$ cat src/rtl/btw_pkg.sv
// -----------------------------------------------------------------------------
// btw_pkg
// Shared definitions for the byte_to_word assembler and its idle timer.
//
// Contents:
//   state_t             - assembler states B0..B3 (Bn = n bytes held).
//   LANE_W / WORD_W     - byte lane width and assembled word width.
//   BTW_TIMEOUT_DEFAULT - default number of idle cycles that abort a partial
//                         word (only meaningful when BTW_TIMEOUT_EN is defined).
//   idle_cnt_width()    - counter width able to hold 0..timeout.
// -----------------------------------------------------------------------------
package btw_pkg;

    localparam int LANE_W              = 8;
    localparam int WORD_W              = 32;
    localparam int LANES               = WORD_W / LANE_W;
    localparam int BTW_TIMEOUT_DEFAULT = 8;

    // The encoding is chosen so the state value is directly the count of
    // bytes already captured; byte_idx is driven straight from it.
    typedef enum logic [1:0] {
        B0 = 2'd0,
        B1 = 2'd1,
        B2 = 2'd2,
        B3 = 2'd3
    } state_t;

    // Width of a counter that must reach 'timeout'; never less than one bit.
    function automatic int idle_cnt_width(input int timeout);
        int w;
        w = $clog2(timeout + 1);
        if (w < 1) begin
            w = 1;
        end
        return w;
    endfunction

endpackage : btw_pkg

$ cat src/rtl/btw_idle_timer.sv
// -----------------------------------------------------------------------------
// btw_idle_timer
// Counts consecutive cycles in which 'run' is high. 'expire' is raised
// combinationally on the cycle whose rising edge would bring the count to
// TIMEOUT, so the owner can act on that same edge. The count returns to zero
// whenever 'run' drops or on expiry.
//
// Ports:
//   clk_4f  in   byte-rate clock, rising edge
//   reset   in   asynchronous, active-high reset
//   run     in   an idle cycle is in progress while a partial word is held
//   expire  out  this edge completes TIMEOUT consecutive idle cycles
//   count   out  current number of consecutive idle cycles (observability)
// -----------------------------------------------------------------------------
module btw_idle_timer
    import btw_pkg::*;
#(
    parameter int TIMEOUT = BTW_TIMEOUT_DEFAULT,
    parameter int CNT_W   = idle_cnt_width(TIMEOUT)
) (
    input  logic             clk_4f,
    input  logic             reset,
    input  logic             run,
    output logic             expire,
    output logic [CNT_W-1:0] count
);

    localparam logic [CNT_W-1:0] LAST = CNT_W'(TIMEOUT - 1);

    assign expire = run && (count == LAST);

    always_ff @(posedge clk_4f or posedge reset) begin
        if (reset) begin
            count <= '0;
        end else if (!run || expire) begin
            count <= '0;
        end else begin
            count <= count + 1'b1;
        end
    end

endmodule : btw_idle_timer

$ cat src/rtl/byte_to_word.sv
// -----------------------------------------------------------------------------
// byte_to_word
// Assembles a stream of bytes (most-significant byte first) into 32-bit words.
// Each fourth valid byte completes a word: data_out is loaded and valid_out
// pulses for one cycle. Idle cycles (valid_in=0) simply hold everything.
//
// Optional feature, macro BTW_TIMEOUT_EN:
//   When defined, TIMEOUT consecutive idle cycles while a partial word is held
//   discard that partial word and pulse frame_err for one cycle. When not
//   defined, frame_err is constant 0 and partial words wait indefinitely.
//
// Handshake: valid_in qualifies data_in on each rising edge; there is no
// back-pressure, so every cycle with valid_in=1 consumes one byte. valid_out
// is a one-cycle pulse with no ready; data_out stays stable until the next
// completed word.
//
// Ports:
//   clk_4f     in   byte-rate clock, rising edge
//   reset      in   asynchronous, active-high reset
//   valid_in   in   data_in carries a byte this cycle
//   data_in    in   [7:0] byte stream, MSB-first per word
//   valid_out  out  one-cycle pulse, data_out holds a new word
//   data_out   out  [31:0] last assembled word
//   byte_idx   out  [1:0] bytes of the current partial word held (FSM state)
//   frame_err  out  one-cycle pulse when a partial word times out
// -----------------------------------------------------------------------------
module byte_to_word
    import btw_pkg::*;
#(
    parameter int TIMEOUT = BTW_TIMEOUT_DEFAULT
) (
    input  logic              clk_4f,
    input  logic              reset,
    input  logic              valid_in,
    input  logic [LANE_W-1:0] data_in,
    output logic              valid_out,
    output logic [WORD_W-1:0] data_out,
    output logic [1:0]        byte_idx,
    output logic              frame_err
);

    // A timeout shorter than one idle cycle has no meaning.
    if (TIMEOUT < 1) begin : g_bad_timeout
        $error("byte_to_word: TIMEOUT must be at least 1");
    end

    state_t            state;
    logic [LANE_W-1:0] lane3;
    logic [LANE_W-1:0] lane2;
    logic [LANE_W-1:0] lane1;
    logic              timeout_fire;

    // The state register itself is the exposed byte count.
    assign byte_idx = state;

`ifdef BTW_TIMEOUT_EN
    logic                                idle_run;
    logic [idle_cnt_width(TIMEOUT)-1:0]  idle_count;

    // Idle cycles only count while a partial word is held; a valid byte
    // drops 'run' and therefore clears the counter, so a timeout can never
    // coincide with a captured byte.
    assign idle_run = !valid_in && (state != B0);

    btw_idle_timer #(
        .TIMEOUT (TIMEOUT)
    ) u_idle_timer (
        .clk_4f  (clk_4f),
        .reset   (reset),
        .run     (idle_run),
        .expire  (timeout_fire),
        .count   (idle_count)
    );
`else
    assign timeout_fire = 1'b0;
`endif

    always_ff @(posedge clk_4f or posedge reset) begin
        if (reset) begin
            state     <= B0;
            lane3     <= '0;
            lane2     <= '0;
            lane1     <= '0;
            data_out  <= '0;
            valid_out <= 1'b0;
            frame_err <= 1'b0;
        end else begin
            // Both output flags are pulses; they default low every cycle.
            valid_out <= 1'b0;
            frame_err <= 1'b0;

            if (valid_in) begin
                unique case (state)
                    B0: begin
                        lane3 <= data_in;
                        state <= B1;
                    end
                    B1: begin
                        lane2 <= data_in;
                        state <= B2;
                    end
                    B2: begin
                        lane1 <= data_in;
                        state <= B3;
                    end
                    B3: begin
                        // Lane 0 is never stored: the 4th byte goes straight
                        // into the word so it is visible one cycle later.
                        data_out  <= {lane3, lane2, lane1, data_in};
                        valid_out <= 1'b1;
                        state     <= B0;
                    end
                    default: begin
                        state <= B0;
                    end
                endcase
            end else if (timeout_fire) begin
                // Discard the partial word; data_out keeps the last good word.
                state     <= B0;
                lane3     <= '0;
                lane2     <= '0;
                lane1     <= '0;
                frame_err <= 1'b1;
            end
        end
    end

endmodule : byte_to_word

$ cat config.mk
export PLATFORM = sky130hd
export DESIGN_NAME = byte_to_word
export DESIGN_NICKNAME = d
export VERILOG_FILES = /design/src/rtl/btw_pkg.sv /design/src/rtl/btw_idle_timer.sv /design/src/rtl/byte_to_word.sv
export SDC_FILE = /design/constraint.sdc
export NUM_CORES = 1
export LEC_CHECK = 0
export CORE_MARGIN = 2
export CORE_UTILIZATION = 30
export DETAILED_ROUTE_END_ITERATION = 6
export PLACE_DENSITY = 0.63
export SYNTH_ARGS = -nofsm -noshare
export SYNTH_HDL_FRONTEND = slang
export SYNTH_SLANG_ARGS = --single-unit
$ cat constraint.sdc
create_clock -name clk_4f -period 1.9 [get_ports clk_4f]
set_input_delay 0.285 -clock clk_4f [delete_from_list [all_inputs] [get_ports clk_4f]]
set_output_delay 0.285 -clock clk_4f [all_outputs]
set_load 0.005 [all_outputs]
==> summary.txt, run 1 <==
Critical path
  • CP delay by family, top: buffers and inverters
  • Critical Path AT: 1.27 ns
  • Reg2reg start: byte_idx[0]
  • Crit path cell chain: clkdlybuf4s50_1
  • CP max stage cell: clkdlybuf4s50_1
  • CP bufs+invs: 1
  • Setup Crit Path Kind: flip-flop to output pin
  • Startpoint Class: flip-flop
  • Crit Path Max Fanout: 4
  • WP data required: 1.62 ns
  • Critical Path Max Stage Delay: 0.53 ns
  • Nature of the critical path endpoint: output pin
  • Setup crit start: byte_idx[0]

Power and ir drop
  • Int Power: 3892 uW
  • Power Density: 1686 nW/um2
  • Design Power: 5269 uW
  • Logic pwr share: 0.383
  • Psw: 1377 uW
  • Sw frac: 0.2614
  • Clock Power Share: 0.190
  • Flop pwr share: 0.427
  • VDD IR max: 0.5437 mV
  • Static Leakage: 0.001448 uW

Die
  • Ports: 47
  • DIE HEIGHT: 94.07 um
  • Die Width: 94.07 um
  • # rows: 32
  • Core Footprint: 7807 um2
  • Die area: 8848 um2
  • Initial Util: 0.3117

Route
  • DR DRC count: 0
  • DR WL/cell: 13.77 um
  • ANT nets after route: 0
  • Routed WL: 4.089 mm
  • Vias per cell: 4.108
  • Iteration-0 DRC Markers: 26
  • Vias: 1,220
  • Drt pass-1 iters: 3

Synthesis
  • Syn avg cell area: 17.63 um2
  • Netlist Area Pre-Place: 2434 um2
  • Sequential share of the synthesized area: 0.6067
  • Syn nets: 154
  • Post-Synth Simple-Gate Area: 0.01748
  • Post-synthesis instance total: 138
  • Multiplexer share of the synthesized area: 0.3039
  • Xor and xnor area share after synthesis: 0
  • Post-synth top area share: 0.6067
  • Ys async rst share: 1.000
  • Most used DFF post-synth: dfrtp_1
  • Number of flops mapped to enable cells by yosys: 0
  • Post-synthesis adder-cell area fraction: 0.02571
  • Largest area contributor in the netlist: dfrtp_1
  • Yosys synthesis warning count: 0
  • Main combinational cell family by area after synthesis: multiplexers
  • Synth cell count leaders: 59 x dfrtp_1, 29 x mux2_4, 27 x mux2_2, 5 x ha_1, 4 x inv_1
  • Synthesis-stage register bit count: 59
  • Count of different cell masters after synthesis: 13
  • Complex-gate fraction of the synthesized area: 0.006170
  • Most frequent cell after synthesis: dfrtp_1
  • Top cells by area, synth: dfrtp_1 61%, mux2_4 18%, mux2_2 12%, ha_1 2.6%, buf_12 2.5%

Timing
  • Fin crit period: 1.553 ns
  • Max-slew violation count: 0
  • RSZ-0062 raised after global routing: no
  • Sum Neg Setup Slack: 0 ns
  • Max frequency: 0.6440 GHz
  • Share of the clock period used by the worst path: 0.8172
  • Final number of setup-violating endpoints: 0
  • Final Hold Viols: 0
  • Skew final: 0.006582 ns

Cells and area
  • Area Overhead vs Synth: 28.43%
  • Antenna Cells: 0
  • Fraction of layout cells with a size suffix above 1: 0.3846
  • Nets@finish: 206

Place
  • PortBufs: 45
  • Post-DP HPWL: 2.628 mm
  • GPL Wtd Cong: 0.7045

Global routing
  • First-pass GRT wire length: 6.727 mm
  • Initial antenna violation count: 0
  • Total Routing Usage GR: 0.1064
  • Vias in the first global route: 1,289
  • GRT overflow: 0
  • Largest net degree at the start of global routing: 60

Clocking
  • Clk root buf: clkbuf_8
  • Clock-pin slew of the registers on the worst-case setup and hold paths: 0.06 ns
  • CTS sink count: 59
  • CTS hold repair buffers: 0
  • CTS tree: yes
  • Buffer levels on the longest clock path: 2
  • Clk_lat worst skew: 0.33 ns
  • Post-CTS setup buffers: 0
  • H-tree depth: 3
  • Resized cells post-CTS: 0
  • Clock buffer count from CTS: 9

Run
  • Max-cap violation count: 0

Hold path
  • HP Class: input pin to asynchronous set/reset pin

Outcome
  • Status: finished, final reports clean
stage by stage:
step | util | area [um2] | hold WS [ns] | instances | worst slack [ns]
5_1_grt | 0.4003 | 3126 | 0.3500 | 297 | 0.2728
4_1_cts | 0.4003 | 3126 | 0.3274 | 297 | 0.3249
3_3_place_gp | 0.3782 | 2953 | 0.4819 | 281 | 0.05942
3_5_place_dp | 0.3782 | 2953 | 0.4864 | 281 | 0.03885
2_1_floorplan | - | 2434 | 0.4335 | 138 | 0.1587
6_report | 0.4003 | 3126 | 0.3244 | 297 | 0.3473
placed cells by master (no fill, tap or decap), drive strengths merged:
cell type | netlist | routed
dfrtp | 59 | 59
mux2 | 56 | 56
clkdlybuf4s50 | 0 | 45
clkbuf | 0 | 14
ha | 5 | 5
nand2 | 5 | 5
inv | 4 | 4
o21ai | 3 | 3
clkinv | 0 | 2
conb | 1 | 1
buf | 5 | 1
power by group through the flow:
stage | Sequential, uW | Combinational, uW | Clock, uW
after global routing | 2350 | 2180 | 1100
after global placement | 2280 | 2010 | 0
after detailed placement | 2290 | 2050 | 0
after CTS | 2270 | 2060 | 1040
after floorplan | 2220 | 1180 | 0
final | 2250 | 2020 | 999
area by class of cell:
cell class | count | area [um2]
Fill cell | 744 | 4682
Sequential cell | 59 | 1476
Multi-Input combinational cell | 70 | 863.3
Timing Repair Buffer | 46 | 470.5
Clock buffer | 14 | 162.7
Tap cell | 102 | 127.6
Inverter | 4 | 15.01
Clock inverter | 2 | 10.01
kinds of logic after synthesis:
logic type | after synthesis
AND/OR/NAND/NOR | 5
adder cells (fa/ha/maj) | 5
flip-flops | 59
AO/OA/AOI/OAI | 3
multiplexers | 56
buffers and inverters | 9
other | 1
flip-flops by register name, summed over array words and instances (netlist names):
| signal | count |
|---|---|
| valid_out | 1 |
| byte_idx | 2 |
| data_out | 32 |
| lane3 | 8 |
| lane2 | 8 |
| lane1 | 8 |
path summary, 6_finish.rpt:
check | to | slack [ns] | depth (start not counted)
min in group clk_4f | data_out[14] | 0.49 | 1
setup / recovery | byte_idx[0] | 0.35 | 1
hold reg to reg | data_out[14] | 0.49 | 1
max in group asynchronous | byte_idx[1] | 1.33 | 3
hold / removal | data_out[23] | 0.32 | 3
setup reg to reg | data_out[30] | 0.39 | 3
layer usage:
layer / wire length, um / track usage
met3: 223 / 0.03371
met5: 0 / 0
met1: 1961 / 0.1437
met2: 1773 / 0.1423
met4: 130 / 0.07609
Note: power is estimated with default switching activity, not from simulation.
==> inputs of run 2 (changes only) <==
Clock period 1.9 ns to 1.5 ns, I/O delays scaled along.
==> run 2 against run 1 <==
  * Sequential share of layout area down 1.7 points
  * Non-clock buffer count is 9 higher
  * Hold slack got worse by 0.11 ns
  * Critical endpoint is now data_out[24]
==> summary.txt, run 2 (synthesis gave the netlist of run 1 again) <==
Outcome
  • Status: finished, final reports clean

Cells and area
  • Biggest register: data_out
  • Most frequent cells in the layout: 59 x dfrtp_1, 42 x clkdlybuf4s50_1, 29 x mux2_4, 27 x mux2_2, 9 x clkbuf_8
  • Area Overhead vs Synth: 33.11%
  • Nets@finish: 215 (+4.4%)
  • Final cell count without fillers: 306 (+3.0%)
  • Fraction of layout cells with a size suffix above 1: 0.4216 (+0.03695)
  • Antenna Cells: 0 (unchanged)
  • Sequential cell area: 1476 um2 (unchanged)
  • Most common cell after layout, fill and taps aside: dfrtp_1
  • Final core utilization: 0.4149 (+0.01458)
  • Filler instances: 747 (+0.40%)
  • Max reg flops: 32 (unchanged)
  • Multi-input logic area: 868.3 um2 (+0.58%)

Critical path
  • CP bufs+invs: 1 (unchanged)
  • Crit path cell chain: clkdlybuf4s50_1
  • Critical Path Max Stage Delay: 0.51 ns (-0.02 ns)
  • Cell count of the worst reg-to-reg path: 4 (+1)
  • Crit Path Max Fanout: 2 (-2)
  • R2r setup slk: 0.09 ns (-0.30 ns)
  • CP max stage cell: clkdlybuf4s50_1
  • CP delay by family, top: buffers and inverters
  • Setup Crit Path Kind: flip-flop to output pin
  • Crit path depth: 1 (unchanged)
  • WP data required: 1.27 ns (-0.35 ns)
  • Critical Path AT: 1.23 ns (-0.04 ns)
  • Reg2reg start: byte_idx[0]
  • Startpoint Class: flip-flop
  • Setup crit start: data_out[24]
  • Nature of the critical path endpoint: output pin

Clocking
  • CTS tree: yes
  • Buffer levels on the longest clock path: 2 (unchanged)
  • Clock-pin slew of the registers on the worst-case setup and hold paths: 0.07 ns (about the same)
  • CTS hold repair buffers: 0 (unchanged)
  • Clk_lat worst skew: 0.34 ns (about the same)
  • CTS sink count: 59 (unchanged)
  • Clock buffer count from CTS: 9 (unchanged)
  • Clk root buf: clkbuf_8
  • H-tree depth: 3 (unchanged)

Global routing
  • First-pass GRT wire length: 7.272 mm (+8.1%)
  • Vias in the first global route: 1,386 (+7.5%)
  • Initial antenna violation count: 0 (unchanged)
  • Largest net degree at the start of global routing: 28 (-53%)
  • Total Routing Usage GR: 0.1135 (+0.007032)
  • GRT overflow: 0 (unchanged)

Power and ir drop
  • Flop pwr share: 0.422 (-0.005)
  • Sw frac: 0.2697 (+0.008325)
  • Logic pwr share: 0.402 (+0.019)
  • Psw: 1822 uW (+32%)
  • Static Leakage: 0.001527 uW (+5.4%)
  • VDD IR max: 0.5780 mV (+6.3%)
  • Int Power: 4933 uW (+27%)
  • Design Power: 6755 uW (+28%)
  • Clock Power Share: 0.176 (-0.014)
  • Power Density: 2085 nW/um2 (+24%)

Timing
  • Share of the clock period used by the worst path: 0.9705
  • Final Hold Viols: 0 (unchanged)
  • Skew final: 0.006956 ns (+0.0003735 ns)
  • Max frequency: 0.6869 GHz
  • RSZ-0062 raised after global routing: no
  • Final number of setup-violating endpoints: 0 (unchanged)
  • Max-slew violation count: 0 (unchanged)
  • Fin crit period: 1.456 ns

Route
  • Drt pass-1 iters: 3 (unchanged)
  • Vias per cell: 4.235 (+3.1%)
  • DR WL/cell: 14.25 um (+3.5%)
  • DR DRC count: 0 (unchanged)
  • Vias: 1,296 (+6.2%)
  • ANT nets after route: 0 (unchanged)
  • Iteration-0 DRC Markers: 28 (+7.7%)
  • Routed WL: 4.362 mm (+6.7%)

Place
  • Post-DP HPWL: 3.033 mm (+15%)
  • Placed insts: 288 (+2.5%)
  • GPL Wtd Cong: 0.6946 (-1.4%)
  • PortBufs: 45 (unchanged)

Die
  • Die area: 8848 um2 (unchanged)
  • DIE HEIGHT: 94.07 um (unchanged)
  • Ports: 47 (unchanged)
  • # rows: 32 (unchanged)
  • Core Footprint: 7807 um2 (unchanged)
  • Die Width: 94.07 um (unchanged)
  • Initial Util: 0.3117 (unchanged)

Run
  • Max-cap violation count: 0 (unchanged)

Hold path
  • HP Class: input pin to asynchronous set/reset pin
## run 2: metal layers
layer | wire length (um) | GRT usage | share of wire
met1 | 2065 | 0.1498 | 0.47
met4 | 72 | 0.05797 | 0.017
met2 | 1974 | 0.1631 | 0.45
met3 | 250 | 0.04093 | 0.057
met5 | 0 | 0 | 0
## run 2: what timing repair did
action	in CTS	in global routing
buffers inserted	0	2
gates resized for setup	2	2
endpoints found under the setup margin	2	11
## run 2: area by class of cell
class,count,area share
Multi-Input combinational cell,70,0.2681
Timing Repair Buffer,55,0.1815
Sequential cell,59,0.4558
Clock inverter,6,0.01004
Clock buffer,10,0.03940
Tap cell,102,0.03940
Inverter,4,0.005794
## run 2: power groups by stage
stage          registers [uW]  clock network [uW]  logic [uW]
5_1_grt                  2980                1310        2930
6_report                 2850                1190        2720
4_1_cts                  2870                1240        2720
2_1_floorplan            2820                   0        1490
3_5_place_dp             2890                   0        2740
3_3_place_gp             2870                   0        2660
## run 2: per-stage QoR
stage | hold slack (ns) | setup TNS [ns] | area, um2 | worst slack (ns)
after CTS | 0.2118 | 0 | 3217 | 0.01843
final | 0.2155 | 0 | 3239 | 0.04421
after global placement | 0.4803 | -0.4429 | 3059 | -0.01566
after global routing | 0.2302 | 0 | 3239 | 0.002115
after detailed placement | 0.4899 | -1.033 | 3059 | -0.03153
after floorplan | 0.3246 | 0 | 2437 | 0.1584
## run 2: path summary, 6_finish.rpt
kind                                end
hold reg to reg            data_out[10]
setup reg to reg           data_out[28]
hold / removal              data_out[4]
setup / recovery           data_out[24]
min in group clk_4f        data_out[10]
max in group asynchronous      lane2[7]
